## src/rtl/i2c_pkg.sv

```systemverilog
// Shared types and constants for the PCF8574 I2C byte writer.
package i2c_pkg;

  typedef enum logic [2:0] {
    ST_IDLE,
    ST_START,
    ST_ADDR,
    ST_ACK_A,
    ST_DATA,
    ST_ACK_D,
    ST_STOP
  } i2c_state_t;

  // Expander bit positions as used by the hd44780 controller.
  localparam int unsigned PCF_RS = 0;
  localparam int unsigned PCF_RW = 1;
  localparam int unsigned PCF_EN = 2;
  localparam int unsigned PCF_BL = 3;
  localparam int unsigned PCF_D4 = 4;
  localparam int unsigned PCF_D5 = 5;
  localparam int unsigned PCF_D6 = 6;
  localparam int unsigned PCF_D7 = 7;

  function automatic int unsigned quarter_count(input int unsigned clk_hz,
                                                input int unsigned i2c_hz);
    return clk_hz / (4 * i2c_hz);
  endfunction

endpackage

```

## src/rtl/pcf8574_i2c_writer_sync2.sv

```systemverilog
// Two-flop synchronizer for an open-drain pad readback; resets to the idle-high level.
module sync2 (
  input  logic clk,
  input  logic rst,
  input  logic d_i,
  output logic q_o
);

  logic [1:0] ff_q;

  always_ff @(posedge clk or posedge rst) begin
    if (rst) ff_q <= '1;
    else     ff_q <= {ff_q[0], d_i};
  end

  assign q_o = ff_q[1];

endmodule

```

## src/rtl/pcf8574_i2c_writer.sv

```systemverilog
// Single-master I2C writer: one START / address+W / data / STOP transaction per accepted byte.
module pcf8574_i2c_writer
  import i2c_pkg::*;
#(
  parameter int unsigned CLK_HZ   = 100_000_000,
  parameter int unsigned I2C_HZ   = 100_000,
  parameter logic [6:0]  DEV_ADDR = 7'h27
) (
  input  logic       clk,
  input  logic       rst,
  input  logic       valid,
  input  logic [7:0] data,
  output logic       ready,
  output logic       done,
  output logic       nack,
  input  logic       scl_i,
  input  logic       sda_i,
  output logic       scl_oe,
  output logic       sda_oe
);

  localparam int unsigned Q  = quarter_count(CLK_HZ, I2C_HZ);
  localparam int unsigned CW = (Q < 2) ? 1 : $clog2(Q);

  if (Q < 2) begin : g_q_check
    $error("pcf8574_i2c_writer: CLK_HZ/(4*I2C_HZ) must be at least 2");
  end

  i2c_state_t    state_q, state_d;
  logic [CW-1:0] cnt_q, cnt_d;
  logic [1:0]    qtr_q, qtr_d;
  logic [2:0]    bit_q, bit_d;
  logic [7:0]    shift_q, shift_d;
  logic [7:0]    hold_q, hold_d;
  logic          flag_q, flag_d;
  logic          nack_q, nack_d;
  logic          done_q, done_d;
  logic          scl_s, sda_s;
  logic          accept, tick, wait_scl, q_end, ph_end, is_bit, is_ack;

  sync2 u_sync_scl (.clk(clk), .rst(rst), .d_i(scl_i), .q_o(scl_s));
  sync2 u_sync_sda (.clk(clk), .rst(rst), .d_i(sda_i), .q_o(sda_s));

  assign is_bit = (state_q == ST_ADDR)  || (state_q == ST_DATA);
  assign is_ack = (state_q == ST_ACK_A) || (state_q == ST_ACK_D);
  assign accept = valid && ready;
  assign tick   = (cnt_q == CW'(Q - 1));
  // Stretching is only honoured on the last clock of the SCL-release quarter,
  // so the synchronizer delay is hidden when the slave does not stretch.
  assign wait_scl = !scl_s && (((is_bit || is_ack) && qtr_q == 2'd2) ||
                               (state_q == ST_STOP && qtr_q == 2'd1));
  assign q_end  = tick && !wait_scl;
  assign ph_end = q_end && (qtr_q == 2'd3);

  always_ff @(posedge clk or posedge rst) begin
    if (rst) state_q <= ST_IDLE;
    else     state_q <= state_d;
  end

  always_comb begin
    state_d = state_q;
    case (state_q)
      ST_IDLE:  if (accept) state_d = ST_START;
      ST_START: if (ph_end) state_d = ST_ADDR;
      ST_ADDR:  if (ph_end && bit_q == 3'd7) state_d = ST_ACK_A;
      ST_ACK_A: if (ph_end) state_d = flag_q ? ST_STOP : ST_DATA;
      ST_DATA:  if (ph_end && bit_q == 3'd7) state_d = ST_ACK_D;
      ST_ACK_D: if (ph_end) state_d = ST_STOP;
      ST_STOP:  if (ph_end) state_d = ST_IDLE;
      default:  state_d = ST_IDLE;
    endcase
  end

  always_comb begin
    scl_oe = 1'b0;
    sda_oe = 1'b0;
    ready  = 1'b0;
    case (state_q)
      ST_IDLE:  ready = !done_q;
      ST_START: begin
        scl_oe = (qtr_q == 2'd3);
        sda_oe = (qtr_q != 2'd0);
      end
      ST_ADDR, ST_DATA: begin
        scl_oe = !qtr_q[1];
        sda_oe = !shift_q[7];
      end
      ST_ACK_A, ST_ACK_D: scl_oe = !qtr_q[1];
      ST_STOP: begin
        scl_oe = (qtr_q == 2'd0);
        sda_oe = !qtr_q[1];
      end
      default: ;
    endcase
  end

  assign done = done_q;
  assign nack = nack_q;

  always_comb begin
    cnt_d   = cnt_q;
    qtr_d   = qtr_q;
    bit_d   = bit_q;
    shift_d = shift_q;
    hold_d  = hold_q;
    flag_d  = flag_q;
    nack_d  = nack_q;
    done_d  = 1'b0;
    if (state_q == ST_IDLE) begin
      if (accept) begin
        cnt_d   = '0;
        qtr_d   = '0;
        bit_d   = '0;
        shift_d = {DEV_ADDR, 1'b0};
        hold_d  = data;
        flag_d  = 1'b0;
      end
    end else begin
      if (q_end) begin
        cnt_d = '0;
        qtr_d = qtr_q + 2'd1;
      end else if (!tick) begin
        cnt_d = cnt_q + CW'(1);
      end
      if (is_ack && q_end && qtr_q == 2'd2) flag_d = flag_q | sda_s;
      if (ph_end) begin
        case (state_q)
          ST_ADDR, ST_DATA: begin
            shift_d = {shift_q[6:0], 1'b0};
            bit_d   = bit_q + 3'd1;
          end
          ST_ACK_A: shift_d = hold_q;
          ST_STOP: begin
            done_d = 1'b1;
            nack_d = flag_q;
          end
          default: ;
        endcase
      end
    end
  end

  always_ff @(posedge clk or posedge rst) begin
    if (rst) begin
      cnt_q   <= '0;
      qtr_q   <= '0;
      bit_q   <= '0;
      shift_q <= '0;
      hold_q  <= '0;
      flag_q  <= 1'b0;
      nack_q  <= 1'b0;
      done_q  <= 1'b0;
    end else begin
      cnt_q   <= cnt_d;
      qtr_q   <= qtr_d;
      bit_q   <= bit_d;
      shift_q <= shift_d;
      hold_q  <= hold_d;
      flag_q  <= flag_d;
      nack_q  <= nack_d;
      done_q  <= done_d;
    end
  end

endmodule

```

## config.mk

```make
export PLATFORM = sky130hd
export DESIGN_NAME = pcf8574_i2c_writer
export DESIGN_NICKNAME = d
export VERILOG_FILES = /design/src/rtl/i2c_pkg.sv /design/src/rtl/pcf8574_i2c_writer_sync2.sv /design/src/rtl/pcf8574_i2c_writer.sv
export SDC_FILE = /design/constraint.sdc
export NUM_CORES = 1
export LEC_CHECK = 0
export ABC_CLOCK_PERIOD_IN_PS = 2110
export CAP_MARGIN = 5
export CORE_MARGIN = 5
export CORE_UTILIZATION = 52
export CTS_CLUSTER_DIAMETER = 100
export CTS_CLUSTER_SIZE = 24
export DETAILED_ROUTE_END_ITERATION = 8
export PLACE_DENSITY = 0.87
export SLEW_MARGIN = 0
export SYNTH_ARGS = -nofsm -noshare
export SYNTH_HDL_FRONTEND = slang
export SYNTH_SLANG_ARGS = --single-unit
```

## constraint.sdc

```tcl
create_clock -name clk -period 2.11 [get_ports clk]
set_clock_uncertainty 0.2 [all_clocks]
set_input_delay 0.422 -clock clk [delete_from_list [all_inputs] [get_ports clk]]
set_output_delay 0.422 -clock clk [all_outputs]
set_load 0.005 [all_outputs]
```

==> results <==
[through the flow]
| stage | util (%) | instances | setup TNS (ns) | hold slack [ns] | area, µm² |
|---|---|---|---|---|---|
| after floorplan | - | 215 | 0 | 0.1452 | 2127 |
| after global placement | 63.11 | 301 | -0.7717 | 0.1456 | 2506 |
| after detailed placement | 63.11 | 301 | -1.261 | 0.1469 | 2506 |
| after CTS | 67.58 | 316 | 0 | 0.1571 | 2684 |
| after global routing | 70.13 | 319 | -0.8018 | 0.1638 | 2785 |
| final | 70.13 | 319 | 0 | 0.1563 | 2785 |
[area by class of cell]
type                       count  area (µm²)
fill                         272        1186
timing repair buffer          53       471.7
multi-input combinational    162        1142
clock buffer                   8       100.1
sequential                    39       982.2
inverter                       7       26.28
tap                           50       62.56
[flip-flops by register name (all words and copies together), names as in the netlist, 2 cells and up]
name,count
state_q,3
cnt_q,8
u_sync_scl.ff_q,2
qtr_q,2
shift_q,8
u_sync_sda.ff_q,2
hold_q,8
bit_q,3
[critical path, cell delays in order (launching register included)]
cell and delay, ns:
dfrtp_1 0.42, buf_4 0.15, buf_4 0.13, nor2_2 0.13, buf_4 0.14, o2bb2ai_1 0.10
buf_2 0.12
[metal layers]
layer	share of wire (%)	track usage (%)	up-vias
met5	0	0	-
met4	2.4	8.652	0
met3	4.6	4.054	12
met2	51	34.65	51
met1	42	25.39	895
li1	-	-	871
[cells in the mapped netlist (all sizes together), types with 5 or more instances]
library cell   n
nand2         41
nand3         11
ha             8
a21oi         10
clkbuf         5
nor2          14
mux2i          6
o21ai         20
dfrtp         35
inv            6
nor3           6
nand4          5
mux2           5
o22ai          6
[logic make-up (layout without fill, tap and decap cells)]
family,count (synthesis),in the layout,synth area share [%]
muxes,11,11,6.353
DFF,39,39,46.12
buffers and inverters,14,68,4.117
xor gates and xnor gates,1,1,0.4118
and+or+nand+nor,88,88,20.77
adders and majority gates,8,8,4.706
AOI/OAI and AO/OA,54,54,17.53
[power groups by stage]
stage               registers [mW]  clock network [mW]  logic [mW]
floorplan                    0.987                   0       0.292
global placement              1.01                   0       0.418
detailed placement            1.02                   0       0.443
CTS                          0.998               0.561       0.492
global route                  1.03               0.590       0.612
finish                        1.01               0.555       0.544
[worst min path at each step]
stage | end | cells after the start
finish | u_sync_scl.ff_q[1]$_DFF_PP1_ | 0
global route | u_sync_scl.ff_q[1]$_DFF_PP1_ | 0
detailed placement | u_sync_scl.ff_q[1]$_DFF_PP1_ | 0
CTS | u_sync_scl.ff_q[1]$_DFF_PP1_ | 0
global placement | u_sync_scl.ff_q[1]$_DFF_PP1_ | 0
floorplan | u_sync_scl.ff_q[1]$_DFF_PP1_ | 0
[what timing repair did]
| action | CTS | global route |
|---|---|---|
| pin swaps | 10 | 11 |
| setup endpoints to repair | 21 | 26 |
| cloned | 0 | 0 |
| hold endpoints to repair | 0 | 0 |
| buffers inserted | 7 | 4 |
| resized for setup | 21 | 26 |
==> results_dict.tcl <==
set metrics [dict create \
    status "complete, no violations" \
    pre_cts_ws_ns -0.1533 \
    switching_share_pct 31.50 \
    cap_violations 0 \
    drtAntennaViolNets 0 \
    insertion_delay_ns 0.29 \
    num_antenna_cells 0 \
    avgSynthCellArea_um2 9.893 \
    grt_max_degree 40 \
    first_global_vias 1858 \
    internal_power_mw 1.444 \
    vias_per_cell 5.734 \
    gp_congestion 0.8432 \
    core.rowCount 23 \
    die_h_um 73.96 \
    cts_sinks 39 \
    hp-class "reg2reg" \
    combPwrFrac_pct 25.8 \
    setup_viol 0 \
    r2r_slack_ns 0.03 \
    finalCriticalPeriod_ns 2.092 \
    area_growth_pct 30.94 \
    arrival_ns 1.47 \
    min-delay-start "u_sync_scl.ff_q[0]$_DFF_PP1_" \
    htree_levels 2 \
    maxSlewHeadroom_pct 64.12 \
    reg2reg_depth 9 \
    ir_drop_mv 0.4867 \
    drc 0 \
    end_kind "output pin" \
    p_clk_share_pct 26.3 \
    drv_slew 0 \
    finalHoldViolCount 0 \
    die_w_um 73.96 \
    endpoint "sda_oe" \
    synth-async-reset-ratio_pct 100.0 \
    crit_required_ns 1.49 \
    holdBufCountCts 0 \
    track_usage_pct 20.43 \
    cts_made_buffers 5 \
    switchingPower_mw 0.6642 \
    powerDensity_nw_per_um2 757.0 \
    synth.distinct_cells 47 \
    synth_area_um2 2127 \
    dr_total_vias 1829 \
    port_buffers 17 \
    die_area_um2 5469 \
    avgRoutedWirePerCell_um 15.92 \
    cts_tree "yes" \
    cp-start-kind "register" \
    core_area_um2 3971 \
    synthTopCellsByArea "dfrtp_1 (41%), nand2_1 (7.2%), dfstp_2 (4.9%)" \
    cts_buffer_depth 2 \
    synthCells 215 \
    crit_start "state_q[2]$_DFFE_PP0P_" \
    worst-slew-pin-transition_ns 0.5325 \
    fin_crit_sh_pct 99.14 \
    yosys.area.top_type "dfrtp_1" \
    yosysSeqAreaShare_pct 46.12 \
    place_hpwl_um 3333 \
    drtPass1Iterations 4 \
    rsz0062_at_grt "yes" \
    final_cell_mix "nand2_1 (41), dfrtp_1 (34), buf_4 (26)" \
    leakagePower_nw 1.274 \
    synth_edf_count 0 \
    ys_seq_elements 39 \
    synth_top_area_share_pct 41.18 \
    finalWirelength_um 5077 \
    fin_ws_ns 0.01822 \
    rr_startpoint "qtr_q[1]$_DFFE_PP0P_" \
    syn_nets 236 \
    timing.rr.end "shift_q[0]$_DFFE_PP0P_" \
    dr.first_iter.drc_count 134 \
    synth_top_flop_cell "dfrtp_1" \
    seq_power_share_pct 47.9 \
    clk_pin_slew_ns 0.07 \
    crit_type "reg2out" \
    cp_max_fo 3 \
    drive_above_1_share_pct 30.86 \
    antenna_found_initial 0 \
    cts_root_buf "clkbuf_8" \
    max_freq_mhz 478.1 \
    grt_pass1_wl_um 8500 \
    yosys_warnings 0 \
    gr-total-overflow 0 \
    fin_total_pwr_mw 2.108 \
    design.final.nets 289 \
    io_pins 18 \
    start_util_pct 53.56 \
    final_common_cell "nand2_1" \
]
(Power assumes the default switching activity.)
